$ cat src/rtl/cb_desegment_crc_check_pkg.sv
// ============================================================================
//  Package   : LDPC_pkg
//  Purpose   : Shared constants and types for the LDPC receive/transmit chain.
//  Revision  : 1.0 - initial release
// ============================================================================
`default_nettype none

package LDPC_pkg;

    localparam int                 CRC24_W     = 24;
    localparam logic [CRC24_W-1:0] CRC24A_POLY = 24'h864CFB;
    localparam int                 CNT_W       = 14;

    typedef enum logic [2:0] {
        S_IDLE  = 3'd0,
        S_LOAD  = 3'd1,
        S_PASS  = 3'd2,
        S_DRAIN = 3'd3,
        S_DONE  = 3'd4
    } deseg_state_t;

endpackage

`default_nettype wire

$ cat src/rtl/cb_desegment_crc_check_crc24a.sv
// ============================================================================
//  Module    : crc24a_word_update
//  Purpose   : Folds the first nbits of a word (MSB first) into a CRC24A value.
//  Revision  : 1.0 - initial release
// ============================================================================
`default_nettype none

module crc24a_word_update
    import LDPC_pkg::*;
#(
    parameter int DATA_W = 8,
    parameter int NB_W   = $clog2(DATA_W + 1)
) (
    input  logic [CRC24_W-1:0] crc_in,
    input  logic [DATA_W-1:0]  data,
    input  logic [NB_W-1:0]    nbits,
    output logic [CRC24_W-1:0] crc_out
);

    always_comb begin
        crc_out = crc_in;
        for (int i = 0; i < DATA_W; i++) begin
            if (i < int'(nbits)) begin
                if (crc_out[CRC24_W-1] ^ data[DATA_W-1-i])
                    crc_out = {crc_out[CRC24_W-2:0], 1'b0} ^ CRC24A_POLY;
                else
                    crc_out = {crc_out[CRC24_W-2:0], 1'b0};
            end
        end
    end

endmodule

`default_nettype wire

$ cat src/rtl/cb_desegment_crc_check.sv
// ============================================================================
//  Module    : cb_desegment_crc_check
//  Purpose   : Strips filler bits from a decoded code block and checks CRC24A.
//  Revision  : 1.0 - initial release
// ============================================================================
`default_nettype none

module cb_desegment_crc_check
    import LDPC_pkg::*;
#(
    parameter int DATA_W = 8
) (
    input  logic                          clk,
    input  logic                          reset,
    input  logic                          params_valid,
    input  logic [12:0]                   mssg_size_in_bg,
    input  logic [13:0]                   tb_with_crc_size,
    input  logic [DATA_W-1:0]             in_data,
    input  logic                          in_valid,
    output logic                          in_ready,
    output logic [DATA_W-1:0]             out_data,
    output logic                          out_valid,
    input  logic                          out_ready,
    output logic                          out_last,
    output logic [$clog2(DATA_W+1)-1:0]   out_nbits,
    output logic                          busy,
    output logic                          param_err,
    output logic                          crc_done,
    output logic                          crc_ok
);

    localparam int              NB_W       = $clog2(DATA_W + 1);
    localparam logic [NB_W-1:0] FULL_NBITS = NB_W'(DATA_W);

    deseg_state_t state, state_next;

    logic [12:0]        cb_size;
    logic [13:0]        tb_size;
    logic [CNT_W-1:0]   out_words, in_words, in_cnt;
    logic [CNT_W-1:0]   out_words_calc, in_words_calc;
    logic [NB_W-1:0]    tail_bits, tail_calc, word_nbits;
    logic [DATA_W-1:0]  word_mask, word_data, ones;
    logic [CRC24_W-1:0] crc, crc_next;
    logic               params_bad, accept, last_word, in_done;

    assign params_bad = (tb_with_crc_size < 14'd25) ||
                        (tb_with_crc_size > {1'b0, mssg_size_in_bg});

    always_comb begin
        out_words_calc = CNT_W'((int'(tb_size) + DATA_W - 1) / DATA_W);
        in_words_calc  = CNT_W'((int'(cb_size) + DATA_W - 1) / DATA_W);
        tail_calc      = NB_W'(int'(tb_size) - (int'(out_words_calc) - 1) * DATA_W);
    end

    // Single output register: a new word may enter only when the register frees up.
    assign in_ready = ((state == S_PASS) && (in_cnt < out_words) && (!out_valid || out_ready)) ||
                      ((state == S_DRAIN) && (in_cnt < in_words));
    assign accept    = in_valid && in_ready;
    assign last_word = ((in_cnt + CNT_W'(1)) == out_words);
    assign in_done   = (in_cnt == in_words) || (accept && ((in_cnt + CNT_W'(1)) == in_words));

    assign ones       = '1;
    assign word_nbits = last_word ? tail_bits : FULL_NBITS;
    assign word_mask  = last_word ? ~(ones >> tail_bits) : ones;
    assign word_data  = in_data & word_mask;

    crc24a_word_update #(
        .DATA_W (DATA_W),
        .NB_W   (NB_W)
    ) u_crc (
        .crc_in  (crc),
        .data    (word_data),
        .nbits   (word_nbits),
        .crc_out (crc_next)
    );

    always_ff @(posedge clk) begin
        if (reset) state <= S_IDLE;
        else       state <= state_next;
    end

    always_comb begin
        state_next = state;
        busy       = (state != S_IDLE);
        crc_done   = (state == S_DONE);
        case (state)
            S_IDLE:  if (params_valid && !params_bad) state_next = S_LOAD;
            S_LOAD:  state_next = S_PASS;
            S_PASS: begin
                if (accept && last_word) begin
                    if (in_words > out_words) state_next = S_DRAIN;
                end else if ((in_cnt == out_words) && out_valid && out_ready) begin
                    state_next = S_DONE;
                end
            end
            S_DRAIN: if (in_done && (!out_valid || out_ready)) state_next = S_DONE;
            S_DONE:  state_next = S_IDLE;
            default: state_next = S_IDLE;
        endcase
    end

    always_ff @(posedge clk) begin
        if (reset) begin
            cb_size   <= '0;
            tb_size   <= '0;
            out_words <= '0;
            in_words  <= '0;
            tail_bits <= '0;
            in_cnt    <= '0;
            crc       <= '0;
            out_data  <= '0;
            out_nbits <= '0;
            out_valid <= 1'b0;
            out_last  <= 1'b0;
            param_err <= 1'b0;
            crc_ok    <= 1'b0;
        end else begin
            param_err <= 1'b0;
            if (state == S_IDLE && params_valid) begin
                cb_size   <= mssg_size_in_bg;
                tb_size   <= tb_with_crc_size;
                param_err <= params_bad;
                if (!params_bad) begin
                    crc    <= '0;
                    crc_ok <= 1'b0;
                    in_cnt <= '0;
                end
            end
            if (state == S_LOAD) begin
                out_words <= out_words_calc;
                in_words  <= in_words_calc;
                tail_bits <= tail_calc;
            end
            if (accept) in_cnt <= in_cnt + CNT_W'(1);
            if (accept && state == S_PASS) begin
                out_data  <= word_data;
                out_nbits <= word_nbits;
                out_last  <= last_word;
                out_valid <= 1'b1;
                crc       <= crc_next;
            end else if (out_valid && out_ready) begin
                out_valid <= 1'b0;
                out_last  <= 1'b0;
            end
            // Every forwarded bit has been folded in by the time DONE is entered.
            if (state != S_DONE && state_next == S_DONE) crc_ok <= (crc == '0);
        end
    end

endmodule

`default_nettype wire

$ cat config.mk
export PLATFORM = sky130hd
export DESIGN_NAME = cb_desegment_crc_check
export DESIGN_NICKNAME = d
export VERILOG_FILES = /design/src/rtl/cb_desegment_crc_check_pkg.sv /design/src/rtl/cb_desegment_crc_check_crc24a.sv /design/src/rtl/cb_desegment_crc_check.sv
export SDC_FILE = /design/constraint.sdc
export NUM_CORES = 1
export LEC_CHECK = 0
export ABC_AREA = 1
export BUFFER_PORTS_ARGS = -buffer_cell sky130_fd_sc_hd__buf_4
export CAP_MARGIN = 20
export CORE_MARGIN = 2
export CORE_UTILIZATION = 63
export DETAILED_ROUTE_END_ITERATION = 12
export PLACE_DENSITY = 0.82
export SYNTH_ARGS = -nofsm -noshare
export SYNTH_HDL_FRONTEND = slang
export SYNTH_HIERARCHICAL = 1
export SYNTH_SLANG_ARGS = --single-unit
$ cat constraint.sdc
create_clock -name clk -period 6.37 [get_ports clk]
set_input_delay 0.637 -clock clk [delete_from_list [all_inputs] [get_ports clk]]
set_output_delay 0.637 -clock clk [all_outputs]
set_load 0.005 [all_outputs]
# After elaboration in Yosys (flattened, before gate mapping)
# Index checks and enable logic that the tools add are counted.
# totals
output_inout_bits	19
reg_bits	116
input_bits	40
# classes
reduce_logical	33
shift	1
bitwise_logic	21
eq_ne	13
mux	36
addsub	9
order_cmp	13
# op_table
cell	count
24-bit 2-to-1 mux	19
13-bit inverter	8
14-bit == test	4
14-bit 2-to-1 mux	3
14-bit by 1-bit adder with 14-bit output	2
14-bit less-than comparator	2
24-bit logical NOT	1
3-bit by 4-bit less-than comparator with 1-bit output (first input constant)	4
15-bit by 1-bit subtractor with 16-bit output (second input constant)	1
14-bit by 4-bit adder with 15-bit output (second input constant)	1
3-bit 2-to-1 mux	5
14-bit by 1-bit subtractor with 15-bit output (second input constant)	1
13-bit by 4-bit adder with 14-bit output (second input constant)	1
14-bit by 1-bit adder with 14-bit output (second input constant)	1
14-bit by 13-bit greater-than comparator with 1-bit output	1
14-bit greater-than comparator	1
1-bit logical AND	14
14-bit by 5-bit less-than comparator with 1-bit output (second input constant)	1
3-bit one-hot mux with 4 select lines	1
8-bit bitwise AND	1
1-bit by 4-bit less-than comparator with 1-bit output (first input constant)	2
2-bit by 4-bit less-than comparator with 1-bit output (first input constant)	2
8-bit 2-to-1 mux	1
8-bit inverter	1
21 further kinds	48

# Depth between registers and ports, before layout
# logic_depth
ltp_word	29
ltp_mapped	55
depth_no_buf	54

# Modules after synthesis
# Netlist, hierarchy kept.
# by_module_without_submodules
mod	area_each_um2	cells_per_inst	n_inst
cb_desegment_crc_check	6429.9	945	1
crc24a_word_update	3713.6	767	1

# Worst setup path before layout
# OpenSTA, ideal clock, no wires.
# synth_path
kind	flip-flop to flip-flop
from	register in_cnt[1]
to	register crc[7]
arrival_time_ns	4.735
stages_incl_launch_ff	42
setup_slack_ns	1.503
setup_time_ns	0.132
path_buffers	2
path_cell_list	dfxtp_1 ha_1 nand2_2 nor2_2 buf_6 nand3_1 nand2_1 nand2_1 nor2_2 nand2_1 nor2_2 nand2_4 nor2_2 nor2_8 nand2_4 nor2_8 buf_2 or2_2 [... 6 more ...] o21ai_0 xnor2_1 nand3_1 or2_2 nand3_1 inv_1 nand2_1 nand3_1 nand2_1 nor2_1 o21ai_0 nand3_1 nand2_1 nand2_1 nand2_1 inv_1 nand2_1 a21oi_1
# synth_between
elab_cells_between_ends	56
cone_classes	add/sub: 1; order compare: 10; eq/ne: 2; mux: 19; bitwise: 16; reduce/logical: 8
# synth_rtl
element	line	source
start: declaration	cb_desegment_crc_check.sv:39	logic [CNT_W-1:0] out_words, in_words, in_cnt;
start signal: assignment	cb_desegment_crc_check.sv:134	if (accept) in_cnt <= in_cnt + CNT_W'(1);
14-bit by 1-bit adder with 14-bit output *	cb_desegment_crc_check.sv:59	assign last_word = ((in_cnt + CNT_W'(1)) == out_words);
14-bit == test *	cb_desegment_crc_check.sv:59	
4-bit 2-to-1 mux *	cb_desegment_crc_check.sv:63	assign word_nbits = last_word ? tail_bits : FULL_NBITS;
named net word_nbits[2]	cb_desegment_crc_check.sv:41	logic [NB_W-1:0] tail_bits, tail_calc, word_nbits;
1-bit by 4-bit less-than comparator with 1-bit output	cb_desegment_crc_check_crc24a.sv:23	if (i < int'(nbits)) begin
24-bit 2-to-1 mux	cb_desegment_crc_check_crc24a.sv:23	
1-bit XOR or 13-bit inverter (tied branches)	--	
24-bit 2-to-1 mux	cb_desegment_crc_check_crc24a.sv:24	if (crc_out[CRC24_W-1] ^ data[DATA_W-1-i])
[... 13 more ...]	--	
1-bit XOR or 13-bit inverter (tied branches)	--	
24-bit 2-to-1 mux	cb_desegment_crc_check_crc24a.sv:24	
24-bit 2-to-1 mux	cb_desegment_crc_check_crc24a.sv:23	
1-bit XOR or 13-bit inverter (tied branches)	--	
24-bit 2-to-1 mux	cb_desegment_crc_check_crc24a.sv:24	
24-bit 2-to-1 mux *	cb_desegment_crc_check_crc24a.sv:23	
named net crc_next[7]	cb_desegment_crc_check.sv:43	logic [CRC24_W-1:0] crc, crc_next;
24-bit 2-to-1 mux *	cb_desegment_crc_check.sv:135	if (accept && state == S_PASS) begin
end signal: assignment	cb_desegment_crc_check.sv:140	crc <= crc_next;
end: declaration	cb_desegment_crc_check.sv:43	
# The timed path passes the listed nets; every way through them passes the cells marked *.
# A chain may end at the register's enable or synchronous reset.

# Final worst setup path
# layout_path
from	register in_cnt[1]
to	register crc[7]
# layout_between
elab_chain_cells	29
elab_cells_between_ends	56
cone_classes	add/sub: 1; order compare: 10; eq/ne: 2; mux: 19; bitwise: 16; reduce/logical: 8
# layout_lines
element	line	source
14-bit by 1-bit adder with 14-bit output *	cb_desegment_crc_check.sv:59	
14-bit == test *	cb_desegment_crc_check.sv:59	
8-bit 2-to-1 mux *	cb_desegment_crc_check.sv:64	assign word_mask = last_word ? ~(ones >> tail_bits) : ones;
8-bit bitwise AND *	cb_desegment_crc_check.sv:65	assign word_data = in_data & word_mask;
named net word_data[7]	cb_desegment_crc_check.sv:42	logic [DATA_W-1:0] word_mask, word_data, ones;
1-bit XOR *	cb_desegment_crc_check_crc24a.sv:24	
24-bit 2-to-1 mux *	cb_desegment_crc_check_crc24a.sv:24	
24-bit 2-to-1 mux *	cb_desegment_crc_check_crc24a.sv:23	
[... 15 more ...]	--	
1-bit XOR or 13-bit inverter (tied branches)	--	
24-bit 2-to-1 mux	cb_desegment_crc_check_crc24a.sv:24	
24-bit 2-to-1 mux *	cb_desegment_crc_check_crc24a.sv:23	
1-bit XOR or 13-bit inverter (tied branches)	--	
24-bit 2-to-1 mux	cb_desegment_crc_check_crc24a.sv:24	
24-bit 2-to-1 mux *	cb_desegment_crc_check_crc24a.sv:23	
named net crc_next[7]	cb_desegment_crc_check.sv:43	
24-bit 2-to-1 mux *	cb_desegment_crc_check.sv:135	
# Marked as above.

==> out/results.env <==
FIN_NETS=1829
NUMCTSBUFFERS=9
CP-END-KIND='flop'
DIE-WIDTH_UM=131
SYNTH_TOP_FLOP_CELL='dfxtp_1'
SYNTH_FP_NETS=1800
POST_SYNTH_INSTANCE_AREA_SQ_UM=10100
FINALWORSTPATHREQUIREDPERIOD_NS=5.83
CTS_HOLD_REPAIR.BUFFERS=0
DRT_DRC_VIOLATIONS_LEFT=0
CTSLONGESTPATHBUFFERS=2
NETLIST_INSTANCES=1712
REPORT.FINAL.HOLD_VIOL_COUNT=0
TYPE_OF_THE_WORST_SETUP_PATH='flop to flop'
PLACE.GP.CONGESTION=1.00
POWER_DENSITY_nW_PER_UM2=255
TRITONCTS='built'
ANTENNA_VIOLATING_NETS_POST_ROUTE=0
NUM_ANTENNA_CELLS=0
CORE_AREA_SQ_UM=15800
CRIT_SLOWEST_CELL='dfxtp_2'
HOLD_PATH.CLASS='flop to flop'
NUMBER_OF_FLIP_FLOPS_AND_LATCHES_IN_THE_SYNTHESIZED_NETLIST=111
DRIVE_GT1_SHARE_PCT=10.9
SETUP_TOTAL_NEGATIVE_SLACK_NS=0
CELLLEAKAGEPOWER_nW=5.30
WL_UM=31000
WORSTMARGINPINSLEW_NS=0.910
IO-PIN-COUNT=59
SYN2LAYOUT_AREA_GROWTH_PCT=9.72
TOTAL_DIE_AREA_SQ_UM=17100
HOLD_PATH.STARTPOINT='cb_size[12]'
CRITPATHARRIVALTIME_NS=6.12
WORSTPATHMAXFANOUT=8
SETUP_VIOL_COUNT_FINAL=0
DRT_FIRST_ITER_VIOLATIONS=1274
DR.PASS1.ITERS=6
CP_DATA_REQUIRED_TIME_NS=6.66
SYNTH-EDFF-COUNT=0
NUM_VIAS=11394
FIN_SKEW_NS=0.0119
HPWLAFTERDP_UM=23900
STATUS='completed'
CLK_PIN_SLEW_NS=0.08
DIE_Y_UM=131
YS_WARN_COUNT=6
NUMBER_OF_VIAS_PER_CELL_AFTER_DETAILED_ROUTING=5.81
CLOCK-ROOT-BUFFER='clkbuf_16'
FINAL_DESIGN_AREA_NO_FILL_SQ_UM=11100
WORST_SETUP_PATH_START_KIND='flop'
FLOORPLAN.ROWS=46
GRT_ANTENNA_BEFORE_REPAIR=0
CAP_VIOLATIONS=0
FIRST_PASS_GRT_WIRE_LENGTH_UM=47300
WORSTREG2REGSTART='in_cnt[1]'
SYNTH_SEQUENTIAL_AREA_RATIO_PCT=21.9
MAX_STAGE_DELAY_NS=0.38
SYN-MEAN-INSTANCE-AREA_SQ_UM=5.92
FILLER_CELL_COUNT=1471
CRITPATHLAUNCH='in_cnt[1]'
ASYNC_FLOP_SHARE_PCT=0
FINALCRITPERIODSHARE_PCT=91.5
GRT_PASS1_VIAS=9342
PLACE.PORT_BUFFERS=58
PLACED_AREA_SQ_UM=10700
GRT_MAX_DEGREE=67
REPORT.FINAL.SLEW_VIOL_COUNT=0
YS_TYPES=46
TIMING.FMAX_GHz=0.172
GLOBALROUTETOTALUTIL_PCT=35.1
GRT-OVFL-TOTAL=0
ROUTE.DETAILED.WL_PER_INST_UM=15.8
HTREE_LEVELS=3
IR_WORST_VDD_V=0.000205
MAX_TRANSITION_MARGIN_PCT=39.3
CLOCK_LATENCY_NS=0.36
START_UTIL_PCT=64.1
CLOCK_SINKS=111
CELL_SEEN_MOST_OFTEN_AMONG_CRITICAL_PATH_STAGES='nand2_1'
[metrics by stage]
stage / util (%) / total power, W / worst slack [ns] / std cells / hold slack (ns)
2_1_floorplan: - / 0.00185 / 1.50 / 1712 / 0.438
3_3_place_gp: 67.4 / 0.00218 / 0.279 / 1934 / 0.457
3_5_place_dp: 67.4 / 0.00220 / 0.171 / 1934 / 0.459
4_1_cts: 69.3 / 0.00277 / 0.154 / 1950 / 0.472
5_1_grt: 70.3 / 0.00304 / -0.0475 / 1962 / 0.495
6_report: 70.3 / 0.00284 / 0.542 / 1962 / 0.474
[layout make-up]
class | instances | area (sq um) | share of cell area [%]
Clock buffer | 10 | 239 | 2.15
Tap cell | 216 | 270 | 2.43
Sequential cell | 111 | 2230 | 20.0
Timing Repair Buffer | 86 | 658 | 5.91
Multi-Input combinational cell | 1310 | 6820 | 61.3
Inverter | 223 | 837 | 7.52
Clock inverter | 6 | 71.3 | 0.641
[synth_stat cells, types with 3 or more instances]
cell	number	area share (%)
ha_1	48	5.9
nand2_2	20	1.2
nor3_1	11	0.54
or2_2	9	0.56
a211oi_1	6	0.44
o21ai_0	174	8.6
buf_6	3	0.33
nor4_1	9	0.56
o211ai_1	12	0.89
inv_1	213	7.9
a21oi_1	137	6.8
nand2_4	6	0.67
a22oi_1	3	0.22
nor2_1	91	3.4
o21ai_1	7	0.35
nand3b_1	4	0.30
inv_2	7	0.26
buf_4	5	0.37
nor2_2	9	0.56
nor2_4	3	0.33
buf_1	10	0.37
dfxtp_1	111	22
nand3_2	19	1.9
nand3_1	172	8.5
nand4_1	20	1.2
xor2_1	27	2.3
a31oi_1	3	0.19
nand2_1	481	18
xnor2_1	12	1.0
clkbuf_1	38	1.4
clkinv_1	3	0.11
buf_2	14	0.69
o221ai_1	5	0.43
[placed cells by master, fill, tap and decap left out, types with 27 or more instances in the layout]
master,count
nand2_1,481
o21ai_0,166
a21oi_1,136
nand3_1,172
xor2_1,27
buf_4,85
nor2_1,91
dfxtp_1,105
inv_1,213
ha_1,48
[repair_timing]
action / CTS / global route
setup buffers: 0 / 9
resized for setup: 0 / 21
endpoints found under the setup margin: 0 / 21
[registers in the layout, indices dropped and copies added (netlist names)]
register,cells
crc,24
out_words,12
state,3
in_words,11
out_valid,1
tb_size,14
out_data,8
param_err,1
out_nbits,4
cb_size,13
crc_ok,1
out_last,1
tail_bits,4
in_cnt,14
[worst max-delay path: cells and delay by family (launching register included)]
family	cells	cell delay [ns]
adders and majority gates	1	0.19
DFF	1	0.38
buffers and inverters	6	0.63
AOI/OAI and AO/OA	5	0.90
and+or+nand+nor	27	3.23
xor gates and xnor gates	2	0.42
[logic make-up after synthesis]
| family | count (synthesis) | synth area share (%) |
|---|---|---|
| multiplexers | 1 | 0.0987 |
| AND/OR/NAND/NOR | 862 | 38.6 |
| flip-flops | 111 | 21.9 |
| AO/OA/AOI/OAI | 358 | 18.7 |
| buffers and inverters | 293 | 11.4 |
| adder cells (fa/ha/maj) | 48 | 5.92 |
| XOR/XNOR | 39 | 3.37 |
[layer usage]
metal  share of wire [%]  up-vias  global-route usage, %
li1                    -     5681                      -
met1                  48     5134                   55.2
met2                  41      538                   50.2
met3                  10       41                   6.60
met4                 1.3        0                   5.38
met5                   0        -                      0
[path summary, 6_finish.rpt]
check | end | depth (start not counted) | slack [ns]
max | crc[7] | 41 | 0.54
min | cb_size[12] | 2 | 0.47
max reg2reg | crc[7] | 41 | 0.54
min reg2reg | cb_size[12] | 2 | 0.47
[report_power, final]
group	internal [W]	switching (W)	leakage (nW)	total (W)
clock	0.000290	0.000286	0.149	0.000576
combinational	0.000497	0.00103	4.24	0.00152
sequential	0.000719	0.0000220	0.906	0.000741
total	0.00151	0.00133	5.30	0.00284
Note: power is estimated with default switching activity, not from simulation.
